## src/rtl/imm_pkg.sv

```systemverilog
// rtl/imm_pkg.sv - opcode constants, format codes and XLEN check for the immediate stage
package imm_pkg;

  localparam logic [6:0] OP_LOAD     = 7'b0000011;
  localparam logic [6:0] OP_FENCE    = 7'b0001111;
  localparam logic [6:0] OP_OPIMM    = 7'b0010011;
  localparam logic [6:0] OP_AUIPC    = 7'b0010111;
  localparam logic [6:0] OP_OPIMM32  = 7'b0011011;
  localparam logic [6:0] OP_STORE    = 7'b0100011;
  localparam logic [6:0] OP_OP       = 7'b0110011;
  localparam logic [6:0] OP_LUI      = 7'b0110111;
  localparam logic [6:0] OP_OP32     = 7'b0111011;
  localparam logic [6:0] OP_BRANCH   = 7'b1100011;
  localparam logic [6:0] OP_JALR     = 7'b1100111;
  localparam logic [6:0] OP_JAL      = 7'b1101111;
  localparam logic [6:0] OP_SYSTEM   = 7'b1110011;

  typedef enum logic [2:0] {
    FMT_NONE  = 3'd0,
    FMT_I     = 3'd1,
    FMT_S     = 3'd2,
    FMT_B     = 3'd3,
    FMT_U     = 3'd4,
    FMT_J     = 3'd5,
    FMT_SHAMT = 3'd6,
    FMT_ZIMM  = 3'd7
  } fmt_e;

  function automatic bit xlen_legal(input int xlen);
    return (xlen == 32) || (xlen == 64);
  endfunction

endpackage

```

## src/rtl/imm_extract.sv

```systemverilog
// rtl/imm_extract.sv - combinational instruction-to-immediate decoder
module imm_extract
  import imm_pkg::*;
#(
  parameter int XLEN = 32
) (
  input  logic [31:0]     instr,
  output logic [XLEN-1:0] imm,
  output fmt_e            fmt,
  output logic            illegal
);

  generate
    if (!xlen_legal(XLEN)) begin : g_bad_xlen
      $error("imm_extract: XLEN must be 32 or 64");
    end
  endgenerate

  logic [6:0] opcode;
  logic [2:0] funct3;
  logic       is_shift;

  assign opcode   = instr[6:0];
  assign funct3   = instr[14:12];
  assign is_shift = (funct3 == 3'b001) || (funct3 == 3'b101);

  always_comb begin
    imm     = '0;
    fmt     = FMT_NONE;
    illegal = 1'b0;
    case (opcode)
      OP_LOAD, OP_JALR: begin
        fmt = FMT_I;
        imm = {{(XLEN-12){instr[31]}}, instr[31:20]};
      end
      OP_OPIMM: begin
        if (is_shift) begin
          fmt = FMT_SHAMT;
          if (XLEN == 64) imm = {{(XLEN-6){1'b0}}, instr[25:20]};
          else            imm = {{(XLEN-5){1'b0}}, instr[24:20]};
        end else begin
          fmt = FMT_I;
          imm = {{(XLEN-12){instr[31]}}, instr[31:20]};
        end
      end
      OP_OPIMM32: begin
        // word-sized ops only exist on RV64
        if (XLEN != 64) begin
          illegal = 1'b1;
        end else if (is_shift) begin
          fmt = FMT_SHAMT;
          imm = {{(XLEN-5){1'b0}}, instr[24:20]};
        end else begin
          fmt = FMT_I;
          imm = {{(XLEN-12){instr[31]}}, instr[31:20]};
        end
      end
      OP_STORE: begin
        fmt = FMT_S;
        imm = {{(XLEN-12){instr[31]}}, instr[31:25], instr[11:7]};
      end
      OP_BRANCH: begin
        fmt = FMT_B;
        imm = {{(XLEN-13){instr[31]}}, instr[31], instr[7], instr[30:25], instr[11:8], 1'b0};
      end
      OP_LUI, OP_AUIPC: begin
        fmt = FMT_U;
        imm = {{(XLEN-32){instr[31]}}, instr[31:12], 12'b0};
      end
      OP_JAL: begin
        fmt = FMT_J;
        imm = {{(XLEN-21){instr[31]}}, instr[31], instr[19:12], instr[20], instr[30:21], 1'b0};
      end
      OP_SYSTEM: begin
        if (funct3[2]) begin
          fmt = FMT_ZIMM;
          imm = {{(XLEN-5){1'b0}}, instr[19:15]};
        end
      end
      OP_OP, OP_OP32, OP_FENCE: begin
        fmt = FMT_NONE;
      end
      default: begin
        illegal = 1'b1;
      end
    endcase
  end

endmodule

```

## src/rtl/imm_gen_stage.sv

```systemverilog
// rtl/imm_gen_stage.sv - registered immediate-generation stage with 2-entry skid buffer
module imm_gen_stage
  import imm_pkg::*;
#(
  parameter int XLEN  = 32,
  parameter int TAG_W = 32
) (
  input  logic             clk,
  input  logic             reset,
  input  logic             flush,
  input  logic             in_valid,
  output logic             in_ready,
  input  logic [31:0]      in_instr,
  input  logic [TAG_W-1:0] in_tag,
  output logic             out_valid,
  input  logic             out_ready,
  output logic [XLEN-1:0]  out_imm,
  output logic [2:0]       out_fmt,
  output logic             out_illegal,
  output logic [TAG_W-1:0] out_tag
);

  logic [XLEN-1:0]  dec_imm;
  fmt_e             dec_fmt;
  logic             dec_ill;

  imm_extract #(.XLEN(XLEN)) u_extract (
    .instr   (in_instr),
    .imm     (dec_imm),
    .fmt     (dec_fmt),
    .illegal (dec_ill)
  );

  logic             prim_valid;
  logic [XLEN-1:0]  prim_imm;
  fmt_e             prim_fmt;
  logic             prim_ill;
  logic [TAG_W-1:0] prim_tag;

  logic             skid_valid;
  logic [XLEN-1:0]  skid_imm;
  fmt_e             skid_fmt;
  logic             skid_ill;
  logic [TAG_W-1:0] skid_tag;

  logic accept;
  logic prim_free;

  assign accept    = in_valid && in_ready;
  assign prim_free = !prim_valid || out_ready;

  always_ff @(posedge clk or posedge reset) begin
    if (reset) begin
      prim_valid <= 1'b0;
      prim_imm   <= '0;
      prim_fmt   <= FMT_NONE;
      prim_ill   <= 1'b0;
      prim_tag   <= '0;
      skid_valid <= 1'b0;
      skid_imm   <= '0;
      skid_fmt   <= FMT_NONE;
      skid_ill   <= 1'b0;
      skid_tag   <= '0;
      in_ready   <= 1'b1;
    end else if (flush) begin
      prim_valid <= 1'b0;
      skid_valid <= 1'b0;
      in_ready   <= 1'b1;
    end else if (prim_free) begin
      // in_ready is low whenever the skid holds data, so no accept can race the refill
      if (skid_valid) begin
        prim_valid <= 1'b1;
        prim_imm   <= skid_imm;
        prim_fmt   <= skid_fmt;
        prim_ill   <= skid_ill;
        prim_tag   <= skid_tag;
        skid_valid <= 1'b0;
        in_ready   <= 1'b1;
      end else begin
        prim_valid <= accept;
        if (accept) begin
          prim_imm <= dec_imm;
          prim_fmt <= dec_fmt;
          prim_ill <= dec_ill;
          prim_tag <= in_tag;
        end
      end
    end else if (accept) begin
      skid_valid <= 1'b1;
      skid_imm   <= dec_imm;
      skid_fmt   <= dec_fmt;
      skid_ill   <= dec_ill;
      skid_tag   <= in_tag;
      in_ready   <= 1'b0;
    end
  end

  assign out_valid   = prim_valid;
  assign out_imm     = prim_imm;
  assign out_fmt     = prim_fmt;
  assign out_illegal = prim_ill;
  assign out_tag     = prim_tag;

endmodule

```

## config.mk

```make
export PLATFORM = sky130hd
export DESIGN_NAME = imm_gen_stage
export DESIGN_NICKNAME = d
export VERILOG_FILES = /design/src/rtl/imm_pkg.sv /design/src/rtl/imm_extract.sv /design/src/rtl/imm_gen_stage.sv
export SDC_FILE = /design/constraint.sdc
export NUM_CORES = 1
export LEC_CHECK = 0
export ABC_AREA = 1
export CAP_MARGIN = 30
export CORE_MARGIN = 2
export CORE_UTILIZATION = 25
export CTS_CLUSTER_SIZE = 12
export DETAILED_ROUTE_END_ITERATION = 7
export HOLD_SLACK_MARGIN = 0.15
export SLEW_MARGIN = 20
export SYNTH_ARGS = -nofsm -noshare
export SYNTH_HDL_FRONTEND = slang
export SYNTH_SLANG_ARGS = --single-unit
export TNS_END_PERCENT = 5
```

## constraint.sdc

```tcl
create_clock -name clk -period 5.4 [get_ports clk]
set_input_delay 0.81 -clock clk [delete_from_list [all_inputs] [get_ports clk]]
set_output_delay 0.81 -clock clk [all_outputs]
set_load 0.03 [all_outputs]
```

==> results of run 1 <==
## where the power goes
group          internal (uW)  switching [uW]
sequential              1200            87.7
clock                    743             489
combinational            255             377
total                   2200             954
## layer usage
metal	vias to the layer above	GRT usage	routed length, um
li1	3511	-	-
met1	3148	0.2043	10540
met2	190	0.2203	9417
met3	18	0.04134	1443
met4	0	0.03719	252
met5	-	0	0
## critical path: stages
cell	delay, ns
clkdlybuf4s50_1	0.57
nand2_2	0.11
nor2_4	0.38
nand2_1	0.13
nand2_1	0.42
nand2_1	0.64
nand4_1	0.31
nand2_1	0.08
nand2_1	0.06
## worst paths after layout
check | from | endpoint | slack (ns) | cells after the start
setup / recovery | in_instr[5] | out_imm[17] | 2.24 | 9
hold / removal | skid_imm[29] | skid_imm[29] | 0.48 | 2
setup reg to reg | skid_valid | out_imm[0] | 2.97 | 6
hold reg to reg | skid_imm[29] | skid_imm[29] | 0.48 | 2
max in group asynchronous | reset | out_tag[26] | 3.59 | 3
min in group asynchronous | reset | out_tag[18] | 0.78 | 2
## state kept, by name (all words and copies together) (netlist names)
name / flops
out_fmt: 3
skid_tag: 32
skid_ill: 1
skid_valid: 1
out_tag: 32
out_valid: 1
out_imm: 32
out_illegal: 1
in_ready: 1
skid_imm: 32
skid_fmt: 3
## metrics by stage
stage | util | worst slack [ns] | cells
2_1_floorplan | - | 0.8671 | 1054
3_3_place_gp | 0.3123 | 1.916 | 1520
4_1_cts | 0.3338 | 2.275 | 1553
3_5_place_dp | 0.3127 | 1.848 | 1521
5_1_grt | 0.3347 | 2.025 | 1555
6_report | 0.3347 | 2.243 | 1555
## cell type report
cell class | count | area [um2] | share of cell area
clock buffer | 19 | 442.9 | 0.04585
clock inverter | 13 | 166.4 | 0.01723
inverter | 103 | 392.9 | 0.04067
multi-input combinational | 746 | 3202 | 0.3315
sequential | 139 | 3480 | 0.3602
tap | 384 | 480.5 | 0.04974
timing repair buffer | 151 | 1495 | 0.1548
## logic make-up (layout without fill, tap and decap cells)
group | Yosys count | in the layout
AO/OA/AOI/OAI | 129 | 129
buffers and inverters | 169 | 286
flip-flops | 139 | 139
AND/OR/NAND/NOR | 617 | 617
## cell usage in the layout, fill, tap and decap left out, types with 3 or more instances in the layout
master | Yosys | final
nand2_1 | 391 | 391
clkdlybuf4s50_1 | 0 | 138
dfrtp_1 | 138 | 138
nor2_1 | 103 | 103
o21ai_0 | 99 | 99
inv_1 | 96 | 95
nand3_1 | 77 | 77
nand4_1 | 32 | 32
clkbuf_16 | 0 | 17
o21ai_1 | 14 | 14
a21oi_1 | 13 | 13
buf_4 | 6 | 11
nor2_2 | 7 | 7
inv_2 | 7 | 6
clkinv_2 | 0 | 3
inv_6 | 0 | 3
bufinv_16 | 0 | 3
clkinvlp_4 | 0 | 3
clkinv_4 | 0 | 3
==> results.ini, run 1 <==
[job]
drv.max_cap_violation_count = 0

[global_routing]
grt_pass1_vias = 6621
grt_usage = 0.1457
grt_antenna_before_repair = 0
grt-ovfl-total = 0
grt_max_degree = 89
grt_pass1_wl_um = 35900

[sta]
rsz0062_at_grt = false
tns_ns = 0
drv_slew = 0
min_period_over_period = 0.5846
fin_worst_skew_ns = 0.008454
tightest_slew_ns = 0.9714
finalHoldViolations = 0
fmax_mhz = 316.8
worst_hold_slack_ns = 0.4773
setup_viol = 0
slew_headroom = 0.3517
fin_crit_ns = 3.157

[floorplanning]
die-height_um = 175.7
start_util = 0.2554
rows = 62
core_um2 = 28860
dieArea_um2 = 30870
die-width_um = 175.7
io_pins = 139

[yosys]
synth.ff_latch_count = 139
syn_area_per_cell_um2 = 6.993
ys_seq_area_frac = 0.4721
synth.top_cells.by_count = 391 x nand2_1, 138 x dfrtp_1, 103 x nor2_1, 99 x o21ai_0, 96 x inv_1
synth-simple-area-share = 0.3448
synthAdderAreaFrac = 0
synth_mux_area_frac = 0
synth_top_cell_area_share = 0.4685
yosysMostFrequentCell = nand2_1
async_flop_share = 1.000
synth_top_family_by_area = simple AND/OR/NAND/NOR gates
yosysTopAreaCell = dfrtp_1
ys_warn_count = 0
synthTopCellsByArea = dfrtp_1 47%, nand2_1 20%, o21ai_0 6.7%
postSynthCellCount = 1054
synth_edf_count = 0
ys_types = 26
synth_ff_type = dfrtp_1
syn_area_um2 = 7371
synth_xor_area_frac = 0
syn_nets = 1123
synth_compound_area_frac = 0.08861

[placement]
dp_hpwl_um = 14490
placement.io_buffers = 138
routabilityCongestion = 0.8561
place_area_um2 = 9022

[setup_path]
path_class = input pin to flip-flop
critical_path_arrival_ns = 3.51
start_kind = input pin
cp.required_ns = 5.76
worstSetupEndpointType = flip-flop
cp_max_fo = 22

[cells_and_area]
fin_nets = 1227
n_fill_cell = 3081
postLayoutCellArea_um2 = 9659
diodes = 0
drive_above_1_share = 0.05551
area_growth_pct = 31.05

[clocking]
clock_path_buffers = 2
cts_hold_buf = 0
clock_latency_ns = 0.42
cts.htree.levels = 4
cts_tree = done
cts_setup_buffers = 0
clk_pin_slew_ns = 0.06
cts_sinks = 139
cts-buffers-inserted = 17
cts_root_buffer = clkbuf_16
post_cts_resized = 0

[run_status]
outcome = finished clean

[power_and_ir_drop]
p_total_uw = 3156
ir_worst_vdd_uv = 249.7
pwr_density_cell_nw_per_um2 = 326.8
p_leak_uw = 0.005230

[drt]
drc_errors = 0
wl_per_cell_um = 13.93
vias = 6867
wl_um = 21660
drt_iter0_drc = 509
routed_via_density = 4.416
first_pass_iters = 7
antenna_violating_nets_post_route = 0

[hold_path]
worstHoldPathType = flip-flop to flip-flop

No activity file was read; power rests on OpenSTA's default activity.
==> inputs of run 2 (changes only) <==
- clock period: 5.4 -> 3.1 ns (I/O delays scaled with it)
==> run 2 against run 1 <==
  * Worst hold slack is essentially flat
  * Combinational power rose by 76%
  * Register-to-register slack got worse by 1.7 ns
  * Sequential cell count is the same
  * Final cell count rose by 0.39%
  * Largest power group unchanged
  * Total power up 76%
  * Utilization grew 0.38 points
==> results.ini, run 2 (synthesized netlist as in run 1, its figures left out) <==
[clocking]
cts_tree = done
cts_setup_buffers = 0  ; unchanged
clock_path_buffers = 2  ; unchanged
cts-buffers-inserted = 17  ; unchanged
clk_pin_slew_ns = 0.06  ; about the same
post_cts_resized = 0  ; unchanged
cts_hold_buf = 0  ; unchanged
clock_latency_ns = 0.43  ; about the same
cts.htree.levels = 4  ; unchanged
cts_root_buffer = clkbuf_16
cts_sinks = 139  ; unchanged

[cells_and_area]
fin_nets = 1234  ; +0.57%
diodes = 0  ; unchanged
layout_commonest_cell = nand2_1
drive_above_1_share = 0.06117  ; +0.005664
postLayoutCellArea_um2 = 9768  ; +1.1%
area_growth_pct = 32.52
final_cell_mix = 391 x nand2_1, 138 x clkdlybuf4s50_1, 138 x dfrtp_1
n_fill_cell = 3071  ; -0.32%

[job]
drv.max_cap_violation_count = 0  ; unchanged

[drt]
routed_via_density = 4.449  ; +0.75%
vias = 6945  ; +1.1%
wl_um = 21270  ; -1.8%
drt_iter0_drc = 591  ; +16%
wl_per_cell_um = 13.63  ; -2.2%
first_pass_iters = 5  ; -2
antenna_violating_nets_post_route = 0  ; unchanged
drc_errors = 0  ; unchanged

[floorplanning]
io_pins = 139  ; unchanged
die-height_um = 175.7  ; unchanged
die-width_um = 175.7  ; unchanged
rows = 62  ; unchanged
start_util = 0.2554  ; unchanged
core_um2 = 28860  ; unchanged
dieArea_um2 = 30870  ; unchanged

[sta]
slew_headroom = 0.4317  ; +0.07997
fin_crit_ns = 2.173
min_period_over_period = 0.7010
tightest_slew_ns = 0.8524  ; -0.1189 ns
rsz0062_at_grt = false
fmax_mhz = 460.2
setup_viol = 0  ; unchanged
fin_worst_skew_ns = 0.01146  ; +0.003005 ns
drv_slew = 0  ; unchanged
finalHoldViolations = 0  ; unchanged
tns_ns = 0  ; unchanged

[setup_path]
worstSetupEndpointType = primary output
crit_family = buffers and inverters
cp.required_ns = 2.63  ; -3.13 ns
path_class = flip-flop to primary output
path_buf_inv = 1  ; unchanged
worstPathCellList = clkdlybuf4s50_1
cp_max_fo = 4  ; -82%
start_kind = flip-flop
critPathSlowestCell = clkdlybuf4s50_1
critical_path_arrival_ns = 1.71  ; -1.80 ns
slowest_delay_ns = 0.73  ; +0.09 ns

[placement]
place_area_um2 = 9148  ; +1.4%
placement.io_buffers = 138  ; unchanged
routabilityCongestion = 0.8844  ; +3.3%
dp_hpwl_um = 14260  ; -1.6%

[global_routing]
grt_pass1_wl_um = 35470  ; -1.2%
grt_pass1_vias = 6653  ; +0.48%
grt_usage = 0.1437  ; -0.002007
grt_antenna_before_repair = 0  ; unchanged
grt-ovfl-total = 0  ; unchanged
grt_max_degree = 140  ; +57%

[power_and_ir_drop]
clkPwrFrac = 0.397  ; +0.007
power.switching_uw = 1666  ; +75%
ir_worst_vdd_uv = 304.5  ; +22%
p_comb_frac = 0.200  ; about the same
swShare = 0.2994  ; -0.002813
seq_power_share = 0.403  ; -0.006
pwr_density_cell_nw_per_um2 = 569.5  ; +74%
intPower_uw = 3897  ; +77%
p_leak_uw = 0.005286  ; +1.1%

[run_status]
outcome = finished clean

[hold_path]
worstHoldPathType = flip-flop to flip-flop

-- run 2: changes by cell type in the layout (fill, tap and decap cells not counted), moves of 2 or more --
| cell | change |
|---|---|
| buf_12 | +4 |
| clkinv_4 | -2 |
| buf_4 | +4 |
| clkinvlp_4 | +2 |
-- run 2: final cells by class --
| cell class | instances | area [um2] | area share |
|---|---|---|---|
| flip-flops and latches | 139 | 3480 | 0.3562 |
| multi-input cells | 746 | 3202 | 0.3278 |
| repair buffers | 158 | 1594 | 0.1632 |
| well taps | 384 | 480.5 | 0.04919 |
| clock buffers | 17 | 425.4 | 0.04355 |
| inverters | 103 | 391.6 | 0.04009 |
| clock inverters | 14 | 195.2 | 0.01998 |
-- run 2: power by group through the flow --
stage	combinational [uW]	sequential, uW	clock [uW]
6_report	1110	2240	2210
3_3_place_gp	1110	2270	0
2_1_floorplan	403	2480	0
3_5_place_dp	1120	2270	0
5_1_grt	1230	2280	2360
4_1_cts	1130	2250	2280
-- run 2: path summary, 6_finish.rpt --
path | from | slack [ns] | endpoint | depth (start not counted)
setup / recovery | in_ready | 0.93 | in_ready | 1
hold / removal | out_imm[9] | 0.48 | out_imm[9] | 2
setup reg to reg | in_ready | 1.28 | out_imm[9] | 7
hold reg to reg | out_imm[9] | 0.48 | out_imm[9] | 2
max in group asynchronous | reset | 1.88 | skid_imm[12] | 3
min in group asynchronous | reset | 0.51 | out_tag[2] | 3
-- run 2: through the flow --
stage | util | setup WS, ns | instances | hold slack (ns) | total power, uW
floorplan | - | 0.9007 | 1054 | 0.4479 | 2887
global placement | 0.3170 | 0.7364 | 1530 | 0.4614 | 3377
detailed placement | 0.3170 | 0.6827 | 1530 | 0.4656 | 3398
CTS | 0.3385 | 0.9197 | 1561 | 0.4825 | 5649
global route | 0.3385 | 0.8795 | 1561 | 0.5006 | 5873
finish | 0.3385 | 0.9268 | 1561 | 0.4772 | 5563
-- run 2: layer usage --
metal,routed length [um],up-vias,global-route usage
li1,-,3524,-
met2,9427,195,0.2169
met5,0,-,0
met1,9836,3206,0.1923
met3,1729,20,0.05455
met4,276,0,0.03926
==> inputs of run 3 (changes only) <==
- clock period: 3.1 -> 2 ns (I/O delays scaled with it)
==> run 3 against run 2 <==
  * Register-to-register slack got worse by 0.84 ns
  * Total power up 52%
  * Clock power up 45%
  * Clock-buffer cell count unchanged
  * Wire length up 2.9%
  * Sequential share of layout area down 1.1 points
  * Global-route usage up 0.29 points
  * Worst setup slack worse by 0.80 ns
  * Die area unchanged
  * Sequential power rose by 55%
  * Largest power group unchanged
==> results.ini, run 3 (synthesized netlist as in run 1, its figures left out) <==
[floorplanning]
core_um2 = 28860  ; unchanged
start_util = 0.2554  ; unchanged
die-width_um = 175.7  ; unchanged
dieArea_um2 = 30870  ; unchanged
io_pins = 139  ; unchanged
rows = 62  ; unchanged
die-height_um = 175.7  ; unchanged

[global_routing]
grt-ovfl-total = 0  ; unchanged
grt_usage = 0.1465  ; +0.002867
grt_pass1_vias = 6807  ; +2.3%
grt_antenna_before_repair = 0  ; unchanged
grt_max_degree = 65  ; -54%
grt_pass1_wl_um = 36260  ; +2.2%

[setup_path]
path_class = flip-flop to primary output
critPathSlowestCell = clkdlybuf4s50_1
path_buf_inv = 1  ; unchanged
worstPathCellList = clkdlybuf4s50_1
cp.required_ns = 1.70  ; -0.93 ns
r2r_slack_ns = 0.44  ; -0.84 ns
critical_path_arrival_ns = 1.57  ; -0.14 ns
cp_max_fo = 2  ; -2
worstSetupEndpointType = primary output
start_kind = flip-flop
slowest_delay_ns = 0.77  ; +0.04 ns
crit_family = buffers and inverters

[power_and_ir_drop]
ir_worst_vdd_uv = 477.8  ; +57%
p_leak_uw = 0.005458  ; +3.3%
p_total_uw = 8457  ; +52%
pwr_density_cell_nw_per_um2 = 838.8  ; +47%

[drt]
wl_per_cell_um = 13.79  ; +1.2%
drt_iter0_drc = 663  ; +12%
vias = 7082  ; +2.0%
wl_um = 21890  ; +2.9%
drc_errors = 0  ; unchanged
antenna_violating_nets_post_route = 0  ; unchanged
first_pass_iters = 5  ; unchanged
routed_via_density = 4.463  ; +0.30%

[cells_and_area]
fin_nets = 1259  ; +2.0%
diodes = 0  ; unchanged
final_cell_mix = 391 x nand2_1, 138 x dfrtp_1, 137 x clkdlybuf4s50_1
layout_commonest_cell = nand2_1
area_growth_pct = 36.79
drive_above_1_share = 0.08146  ; +0.02029

[placement]
placement.io_buffers = 138  ; unchanged
routabilityCongestion = 0.8792  ; -0.59%
dp_hpwl_um = 15220  ; +6.7%

[sta]
rsz0062_at_grt = false
setup_viol = 0  ; unchanged
min_period_over_period = 0.9348
drv_slew = 0  ; unchanged
tightest_slew_ns = 0.5841  ; -0.2683 ns
slew_headroom = 0.6106  ; +0.1789
tns_ns = 0  ; unchanged
fin_crit_ns = 1.870
fin_worst_skew_ns = 0.01344  ; +0.001984 ns
worst_hold_slack_ns = 0.2837  ; -0.1935 ns
fmax_mhz = 534.9
finalHoldViolations = 0  ; unchanged

[clocking]
cts_tree = done
cts_hold_buf = 0  ; unchanged
clk_pin_slew_ns = 0.07  ; about the same
cts_root_buffer = clkbuf_16
clock_latency_ns = 0.44  ; about the same
cts_setup_buffers = 0  ; unchanged
cts-buffers-inserted = 17  ; unchanged
cts.htree.levels = 4  ; unchanged
clock_path_buffers = 2  ; unchanged
cts_sinks = 139  ; unchanged
post_cts_resized = 1  ; +1

[hold_path]
worstHoldPathType = input pin to async pin

[run_status]
outcome = finished clean

[job]
drv.max_cap_violation_count = 0  ; unchanged

-- run 3: layer usage --
metal	routed length (um)	vias up	share of wire	GRT usage
li1	-	3579	-	-
met1	10280	3249	0.47	0.2031
met2	9351	222	0.43	0.2170
met3	1772	32	0.081	0.04286
met4	487	0	0.022	0.05131
met5	0	-	0	0
-- run 3: final cells by class --
type	instances	area, um2
fill	3023	18780
sequential	139	3480
multi-input combinational	746	3202
timing repair buffer	183	1931
tap	384	480.5
clock buffer	17	425.4
inverter	103	391.6
clock inverter	15	172.7
-- run 3: report_power, final --
| part | internal [uW] | leakage [uW] | switching (uW) |
|---|---|---|---|
| clock | 1690 | 0.000290 | 1510 |
| sequential | 3250 | 0.00182 | 230 |
| combinational | 741 | 0.00335 | 1040 |
-- run 3: worst paths after layout --
path	cells after the start	end	startpoint
worst max register to register	7	out_imm[5]	in_ready
worst max-delay path	1	out_illegal	out_illegal
min in group clk	3	skid_tag[10]	in_tag[10]
worst min register to register	2	out_imm[24]	out_imm[24]
worst min-delay path	2	out_imm[26]	reset
max in group asynchronous	3	in_ready	reset
-- run 3: per-stage QoR --
step	instances	worst slack [ns]	utilization	cell area, um2
5_1_grt	1587	0.08157	0.3494	10080
6_report	1587	0.1304	0.3494	10080
3_3_place_gp	1555	-0.01521	0.3287	9485
4_1_cts	1587	0.1053	0.3494	10080
2_1_floorplan	1054	-0.03429	-	7375
3_5_place_dp	1555	-0.02913	0.3287	9485
